===== src/rtl/packer_pkg.sv =====
// Shared types and width helpers for the nibble result packer.
package packer_pkg;

    typedef enum logic {
        IDLE    = 1'b0,
        COLLECT = 1'b1
    } state_e;

    // One FIFO entry holds the packed word plus the final carry-out.
    function automatic int entry_width(input int nibbles);
        return 4 * nibbles + 1;
    endfunction

    // A single-nibble word still gets a 1-bit index so no vector is zero-width.
    function automatic int idx_width(input int nibbles);
        return (nibbles > 1) ? $clog2(nibbles) : 1;
    endfunction

endpackage


===== src/rtl/sync_fifo.sv =====
// Synchronous FIFO; a push is accepted even when full if a pop happens in the same cycle.
module sync_fifo #(
    parameter int WIDTH = 17,
    parameter int DEPTH = 2
) (
    input  logic             clk,
    input  logic             rst_n,
    input  logic             push_i,
    input  logic [WIDTH-1:0] data_i,
    input  logic             pop_i,
    output logic [WIDTH-1:0] data_o,
    output logic             full_o,
    output logic             empty_o
);

    localparam int AW = $clog2(DEPTH);
    localparam logic [AW:0] DEPTH_CNT = (AW + 1)'(DEPTH);

    logic [WIDTH-1:0] mem_q [DEPTH];
    logic [AW-1:0]    wr_ptr_q, wr_ptr_d;
    logic [AW-1:0]    rd_ptr_q, rd_ptr_d;
    logic [AW:0]      count_q, count_d;
    logic             wr_en;
    logic             rd_en;

    assign full_o  = (count_q == DEPTH_CNT);
    assign empty_o = (count_q == '0);
    assign rd_en   = pop_i & ~empty_o;
    assign wr_en   = push_i & (~full_o | rd_en);

    // An empty FIFO presents zero so the output port reads 0 right after reset.
    assign data_o  = empty_o ? '0 : mem_q[rd_ptr_q];

    always_comb begin
        wr_ptr_d = wr_ptr_q;
        rd_ptr_d = rd_ptr_q;
        count_d  = count_q;
        if (wr_en) wr_ptr_d = wr_ptr_q + 1'b1;
        if (rd_en) rd_ptr_d = rd_ptr_q + 1'b1;
        case ({wr_en, rd_en})
            2'b10:   count_d = count_q + 1'b1;
            2'b01:   count_d = count_q - 1'b1;
            default: count_d = count_q;
        endcase
    end

    always_ff @(posedge clk) begin
        if (!rst_n) begin
            wr_ptr_q <= '0;
            rd_ptr_q <= '0;
            count_q  <= '0;
        end else begin
            wr_ptr_q <= wr_ptr_d;
            rd_ptr_q <= rd_ptr_d;
            count_q  <= count_d;
        end
    end

    // NOTE: storage is deliberately not reset; only the pointers and count need a
    // known value, and unreset RAM maps onto cheaper memory cells.
    always_ff @(posedge clk) begin
        if (wr_en) mem_q[wr_ptr_q] <= data_i;
    end

endmodule


===== src/rtl/nibble_result_packer.sv =====
// Packs adder SUM/COUT nibbles, least significant first, into words and queues them
// on a valid/ready port. Input cannot stall, so drops and framing errors are flagged.
module nibble_result_packer
    import packer_pkg::*;
#(
    parameter int NIBBLES = 4,
    parameter int DEPTH   = 2
) (
    input  logic                 CK,
    input  logic                 RST,
    input  logic                 IN_VALID,
    input  logic                 IN_FIRST,
    input  logic [3:0]           SUM,
    input  logic                 COUT,
    input  logic                 OUT_READY,
    output logic                 OUT_VALID,
    output logic [4*NIBBLES-1:0] OUT_DATA,
    output logic                 OUT_CARRY,
    output logic                 OVF,
    output logic                 FRAME_ERR
);

    localparam int WORD_W  = 4 * NIBBLES;
    localparam int ENTRY_W = entry_width(NIBBLES);
    localparam int IW      = idx_width(NIBBLES);
    localparam logic [IW-1:0] LAST_IDX = IW'(NIBBLES - 1);

    state_e              state_q, state_d;
    logic [IW-1:0]       idx_q, idx_d;
    logic [WORD_W-1:0]   asm_q, asm_d;
    logic                ovf_q;
    logic                ferr_q, ferr_d;
    logic                start_word;
    logic                word_done;
    logic [ENTRY_W-1:0]  push_entry;
    logic [ENTRY_W-1:0]  head_entry;
    logic                fifo_full;
    logic                fifo_empty;
    logic                pop;

    // NOTE: combinational blocks use blocking '=' and assign every output a default
    // first, so each path has a defined value and no latch is inferred.
    always_comb begin
        state_d    = state_q;
        idx_d      = idx_q;
        asm_d      = asm_q;
        ferr_d     = ferr_q;
        start_word = 1'b0;
        word_done  = 1'b0;

        case (state_q)
            IDLE: begin
                if (IN_VALID) begin
                    if (IN_FIRST) start_word = 1'b1;
                    else          ferr_d     = 1'b1;
                end
            end
            COLLECT: begin
                if (IN_VALID) begin
                    if (IN_FIRST) begin
                        ferr_d     = 1'b1;
                        start_word = 1'b1;
                    end else begin
                        asm_d[{idx_q, 2'b00} +: 4] = SUM;
                        if (idx_q == LAST_IDX) begin
                            word_done = 1'b1;
                            idx_d     = '0;
                            state_d   = IDLE;
                        end else begin
                            idx_d = idx_q + 1'b1;
                        end
                    end
                end
            end
            default: state_d = IDLE;
        endcase

        // A first nibble always restarts assembly, whether from IDLE or mid-word.
        if (start_word) begin
            asm_d      = '0;
            asm_d[3:0] = SUM;
            if (NIBBLES == 1) begin
                word_done = 1'b1;
                idx_d     = '0;
                state_d   = IDLE;
            end else begin
                idx_d   = IW'(1);
                state_d = COLLECT;
            end
        end
    end

    assign push_entry = {COUT, asm_d};
    assign pop        = ~fifo_empty & OUT_READY;

    always_ff @(posedge CK) begin
        if (!RST) begin
            state_q <= IDLE;
            idx_q   <= '0;
            asm_q   <= '0;
            ovf_q   <= 1'b0;
            ferr_q  <= 1'b0;
        end else begin
            state_q <= state_d;
            idx_q   <= idx_d;
            asm_q   <= asm_d;
            ferr_q  <= ferr_d;
            // A completed word is only lost when the FIFO is full and nothing leaves.
            ovf_q   <= ovf_q | (word_done & fifo_full & ~pop);
        end
    end

    sync_fifo #(
        .WIDTH (ENTRY_W),
        .DEPTH (DEPTH)
    ) u_fifo (
        .clk     (CK),
        .rst_n   (RST),
        .push_i  (word_done),
        .data_i  (push_entry),
        .pop_i   (pop),
        .data_o  (head_entry),
        .full_o  (fifo_full),
        .empty_o (fifo_empty)
    );

    assign OUT_VALID = ~fifo_empty;
    assign OUT_DATA  = head_entry[WORD_W-1:0];
    assign OUT_CARRY = head_entry[WORD_W];
    assign OVF       = ovf_q;
    assign FRAME_ERR = ferr_q;

endmodule


===== config.mk =====
export PLATFORM = sky130hd
export DESIGN_NAME = nibble_result_packer
export DESIGN_NICKNAME = d
export VERILOG_FILES = /design/src/rtl/packer_pkg.sv /design/src/rtl/sync_fifo.sv /design/src/rtl/nibble_result_packer.sv
export SDC_FILE = /design/constraint.sdc
export NUM_CORES = 1
export LEC_CHECK = 0
export ABC_AREA = 1
export CAP_MARGIN = 20
export CORE_UTILIZATION = 50
export CTS_BUF_LIST = sky130_fd_sc_hd__clkbuf_2
export DETAILED_ROUTE_END_ITERATION = 12
export GPL_TIMING_DRIVEN = 0
export PLACE_DENSITY = 0.72
export SYNTH_ARGS = -nofsm -noshare
export SYNTH_HDL_FRONTEND = slang
export SYNTH_SLANG_ARGS = --single-unit

===== constraint.sdc =====
create_clock -name CK -period 2.8 [get_ports CK]
set_input_delay 0.56 -clock CK [delete_from_list [all_inputs] [get_ports CK]]
set_output_delay 0.56 -clock CK [all_outputs]
set_load 0.005 [all_outputs]

; ---- Word-level counts from Yosys, hierarchy flattened
; Memories as Yosys holds them, arrays and structs flattened. A register that Yosys moved wholly into a read port is not among the register bits.
; Cells that the tools add are included.
[word_totals]
output_inout_bits = 20
elab_cells = 80
inputBits = 10
latchBits = 0
n_memories = 1
rom_bits = 0
mem_bits_rw = 34
register_bits = 25
[classes]
n_div = 0
reduce_logical = 8
n_mul = 0
mux = 32
n_lt_le_gt_ge = 0
n_addsub = 6
bitwise = 13
shift = 2
eq_ne = 9
[memory_table]
columns = memory, words, word_bits, read_ports, rd_ports_with_merged_regs, write_ports, line_no
row1 = u_fifo.mem_q, 2, 17, 1, 1, 1, sync_fifo.sv:19  ; logic [WIDTH-1:0] mem_q [DEPTH];
[ops]
columns = operator, count
row1 = 16-bit 2-to-1 mux, 4
row2 = 1-bit 2-to-1 mux, 23
row3 = 17-bit 2-to-1 mux, 1
row4 = 16-bit bitwise mux, 1
row5 = 4-bit by 6-bit variable shift with 16-bit output (first input constant), 1
row6 = 4-bit by 6-bit variable part select with 16-bit output, 1
row7 = 2-bit inequality test (second input constant), 4
row8 = 2-bit equality test (second input constant), 3
row9 = 4-bit negator with 6-bit output, 1
row10 = 1-bit inverter, 6
row11 = 3-bit AND reduction, 2
row12 = 2-bit nonzero test, 3
row13 = 1-bit AND, 5
row14 = 2-bit by 1-bit adder with 2-bit output (second input constant), 2
row15 = 2-bit one-hot mux with 2 select lines, 1
row16 = 4-bit AND reduction, 1
row17 = 1-bit adder (second input constant), 2
row18 = 2-bit by 1-bit equality test with 1-bit output (second input constant), 1
row19 = 2-bit logical NOT, 1
row20 = 2-bit 2-to-1 mux, 1
row21 = 2-bit by 1-bit inequality test with 1-bit output (second input constant), 1
row22 = 1-bit bitwise OR, 2
row23 = 1-bit one-hot mux with 2 select lines, 1
row24 = 2-bit OR reduction, 1
row25 = 2-bit by 1-bit subtractor with 2-bit output (second input constant), 1

; ---- Logic depth before layout (Yosys ltp)
[logic_depth]
ltp_word = 8
ltp_mapped = 10
ltp_nobuf = 10

; ---- By module
; A second synthesis with hierarchy kept.
[unflattened]
hier_cells = 290
area_unflattened_um2 = 2642.5
[modules_own_cells]
columns = module, cells_per_inst, n_inst, seq_area_each_um2, area_each_um2
row1 = sync_fifo, 128, 1, 1121.1, 1551.5
row2 = nibble_result_packer, 162, 1, 420.4, 1091.0

; ---- Least setup slack after synthesis
; No wires, ideal clock.
[synth_path]
path_type = input to register
startpoint = in IN_VALID
endpoint = mem u_fifo.mem_q[0][0], enable pin
slack_ps = 655
setup_ps = 391
required_ps = 2409
arrival_time_ps = 1754
path_buffers = 0
path_stages = 6
path_cell_list = nand2_2 > nor2_8 > nand2_4 > nor2_4 > inv_2 > nor2_1
[synth_between]
elab_chain_cells = 5
[synth_rtl]
columns = item, line_no
row1 = start: declaration, nibble_result_packer.sv:11  ; input logic IN_VALID,
row2 = 1-bit 2-to-1 mux, nibble_result_packer.sv:59  ; if (IN_VALID) begin
row3 = 1-bit 2-to-1 mux, nibble_result_packer.sv:51  ; case (state_q)
row4 = 1-bit AND, sync_fifo.sv:29  ; assign wr_en = push_i & (~full_o | rd_en);
row5 = 1-bit 2-to-1 mux, sync_fifo.sv:62  ; if (wr_en) mem_q[wr_ptr_q] <= data_i;
row6 = 1-bit 2-to-1 mux (implied by the code), sync_fifo.sv:62
row7 = end: declaration, sync_fifo.sv:19
; Every way passes these cells.

==> qor.yml <==
run_status:
  outcome: "completed"
grt:
  grt_max_degree: 18
  grtUsageMet1_pct: 24.38
  grt_use_met2_pct: 33.33
  grt_antenna_before_repair: 0
  busiest_layer: "met2"
  grt_first_pass_wirelength_mm: 8.045
  grt_overflow: 0
  met3_usage_pct: 4.878
  grt_use_total_pct: 20.15
  grt_pass1_vias: 1816
clock_network:
  cts.clk_slew.worst_paths_ns: 0.15
  cts_setup_buffers: 0
  clk_latency_ns: 0.48
  cts.sinks: 60
  htreeDepth: 3
  cts_tree: "yes"
  clk_path_buf_depth: 2
  cts_buffers: 9
  cts-root-buf: "clkbuf_2"
sta:
  maxSlewViolCount: 0
  worst-slew-pin-transition_ns: 0.8590
  max_slew_margin_pct: 42.52
  skew_ns: 0.01775
  hold_slack_ns: 0.4632
  hold_viol_final: 0
  setup_violations: 0
  min_period_ns: 2.563
  rsz0062_at_grt: "false"
  period_share_pct: 91.52
  max_freq_ghz: 0.3902
worst_setup_path:
  worstSetupEndpointType: "output pin"
  crit_fanout: 17
  required_ns: 2.24
  arrival_ns: 2.00
  worstRegToRegCells: 7
  worstSetupPathType: "reg -> out"
  startpoint_type: "flip-flop"
layout:
  final-seq-area_um2: 1541
  final_common_cell: "nand2_1"
  area_growth_pct: 19.75
  drive_above_1_share_pct: 9.706
  antenna_cells: 0
  utilization_pct: 64.36
  finalNonFillerCells: 407
  multi_input_area_um2: 889.6
  nNetsFinal: 351
  mostFrequentLayoutCells: "86 x nand2_1, 38 x inv_1, 34 x edfxtp_1"
  nFillCells: 423
hold_path:
  holdCritPathClass: "reg -> reg"
  holdPathStages: 1
floorplanning:
  die_h_um: 74.42
  core_um2: 4880
  fp.dieW_um: 74.42
  rows: 25
  start_util_pct: 53.74
  ioPinCount: 30
  dieArea_um2: 5538
drt:
  vias: 1959
  post_drt_wl_per_cell_um: 11.83
  ant_nets: 0
  drc: 0
  vias_per_cell: 4.813
  wl_mm: 4.815
  dr.pass1.iters: 5
  drt_iter0_drc: 80
power_and_ir_drop:
  clock_power_share_pct: 36.4
  power.switching_uw: 361.3
  vdd_drop_max_mv: 0.4213
  p_int_uw: 1250
  combPwrFrac_pct: 5.5
  power_leakage_uw: 0.001428
  fin_total_pwr_uw: 1611
  seqPwrFrac_pct: 58.1
  powerDensity_nw_per_um2: 513.1
  power_switching_share_pct: 22.42
yosys:
  yosysSeqAreaShare_pct: 58.78
  yosys_register_bits: 60
  synthesis.nets: 311
  netlist_area_um2: 2623
  yosys_warnings: 0
  yosysUniqueCellTypes: 24
  syn_inst: 295
  syn_avg_cell_area_um2: 8.890
placed_design:
  io_buffers: 29
  dpl.hpwl_mm: 3.526
  gp_congestion: 0.8925
  dp.cells: 392
job:
  drv_cap: 0
-- cells in the mapped netlist --
library cell / instances / share of area (%)
nor2_8: 1 / 0.76
ha_1: 6 / 2.9
clkinv_2: 1 / 0.19
nor2_2: 2 / 0.48
nor2_4: 1 / 0.43
and2_1: 1 / 0.24
clkinv_1: 2 / 0.29
dfxtp_1: 26 / 20
a21oi_1: 26 / 5.0
a211oi_1: 1 / 0.29
nand2_1: 86 / 12
nand2_4: 2 / 0.86
nor3_1: 2 / 0.38
nand3_1: 16 / 3.1
inv_2: 2 / 0.29
nand2_2: 3 / 0.72
clkbuf_1: 1 / 0.14
nor2_1: 28 / 4.0
xor2_1: 2 / 0.67
edfxtp_1: 34 / 39
inv_1: 38 / 5.4
nor3_2: 1 / 0.38
o21ai_0: 7 / 1.3
buf_2: 6 / 1.1
-- layout make-up --
class	count	area share, %
Buffer	6	0.9960
Clock buffer	9	1.434
Clock inverter	7	2.590
Inverter	43	5.299
Multi-Input combinational cell	185	28.33
Sequential cell	60	49.08
Tap cell	67	2.669
Timing Repair Buffer	30	9.602
-- per-stage QoR --
stage	setup slack (ns)	TNS [ns]	cell area, µm²
3_3_place_gp	-0.3215	-5.458	2997
4_1_cts	0.06613	0	3134
2_1_floorplan	0.6550	0	2623
3_5_place_dp	-0.05893	-0.4688	3008
5_1_grt	0.01652	0	3141
6_report	0.2374	0	3141
-- worst paths after layout --
check / start / to / slack (ns)
max: flip-flop / OUT_DATA[6] / 0.24
min reg2reg: u_fifo.rd_ptr_q / u_fifo.rd_ptr_q / 0.46
min: u_fifo.rd_ptr_q / u_fifo.rd_ptr_q / 0.46
max reg2reg: state_q / u_fifo.mem_q[0][13] / 0.69
-- logic make-up after synthesis --
kind of cell | Yosys count | synth area share, %
XOR/XNOR | 2 | 0.6681
flip-flops | 60 | 58.78
AND/OR/NAND/NOR | 143 | 23.62
AO/OA/AOI/OAI | 34 | 6.584
buffers and inverters | 50 | 7.491
adder cells (fa/ha/maj) | 6 | 2.863
-- flip-flops by register name (all words and copies together) (netlist names), named ones only --
register,cells
u_fifo.mem_q,34
asm_q,16
idx_q,2
u_fifo.count_q,2
FRAME_ERR,1
OVF,1
state_q,1
u_fifo.rd_ptr_q,1
u_fifo.wr_ptr_q,1
-- worst max-delay path, cell delays in order (launching register included) --
cell	delay, ns
dfxtp_1	0.33
buf_2	0.21
clkinvlp_4	0.31
nand2_1	0.16
a21oi_1	0.08
clkdlybuf4s50_1	0.45
-- power by group through the flow --
stage | sequential [µW] | clock, µW | combinational, µW
after floorplan | 955 | 0 | 51.8
after global placement | 956 | 0 | 86.5
after detailed placement | 956 | 0 | 86.8
after CTS | 937 | 599 | 87.3
after global routing | 938 | 635 | 99.2
final | 937 | 586 | 88.1
-- per-layer routing --
layer	wire length, µm	up-vias	part of all wire (%)
met5	0	-	0
met4	56	0	1.2
met3	200	7	4.2
met2	2331	44	48
met1	2227	885	46
li1	-	1023	-
-- repair_timing --
| action | CTS | global route |
|---|---|---|
| resized for setup | 0 | 3 |
| endpoints found under the setup margin | 0 | 11 |
| hold buffers | 0 | 0 |
(Power assumes the default switching activity.)
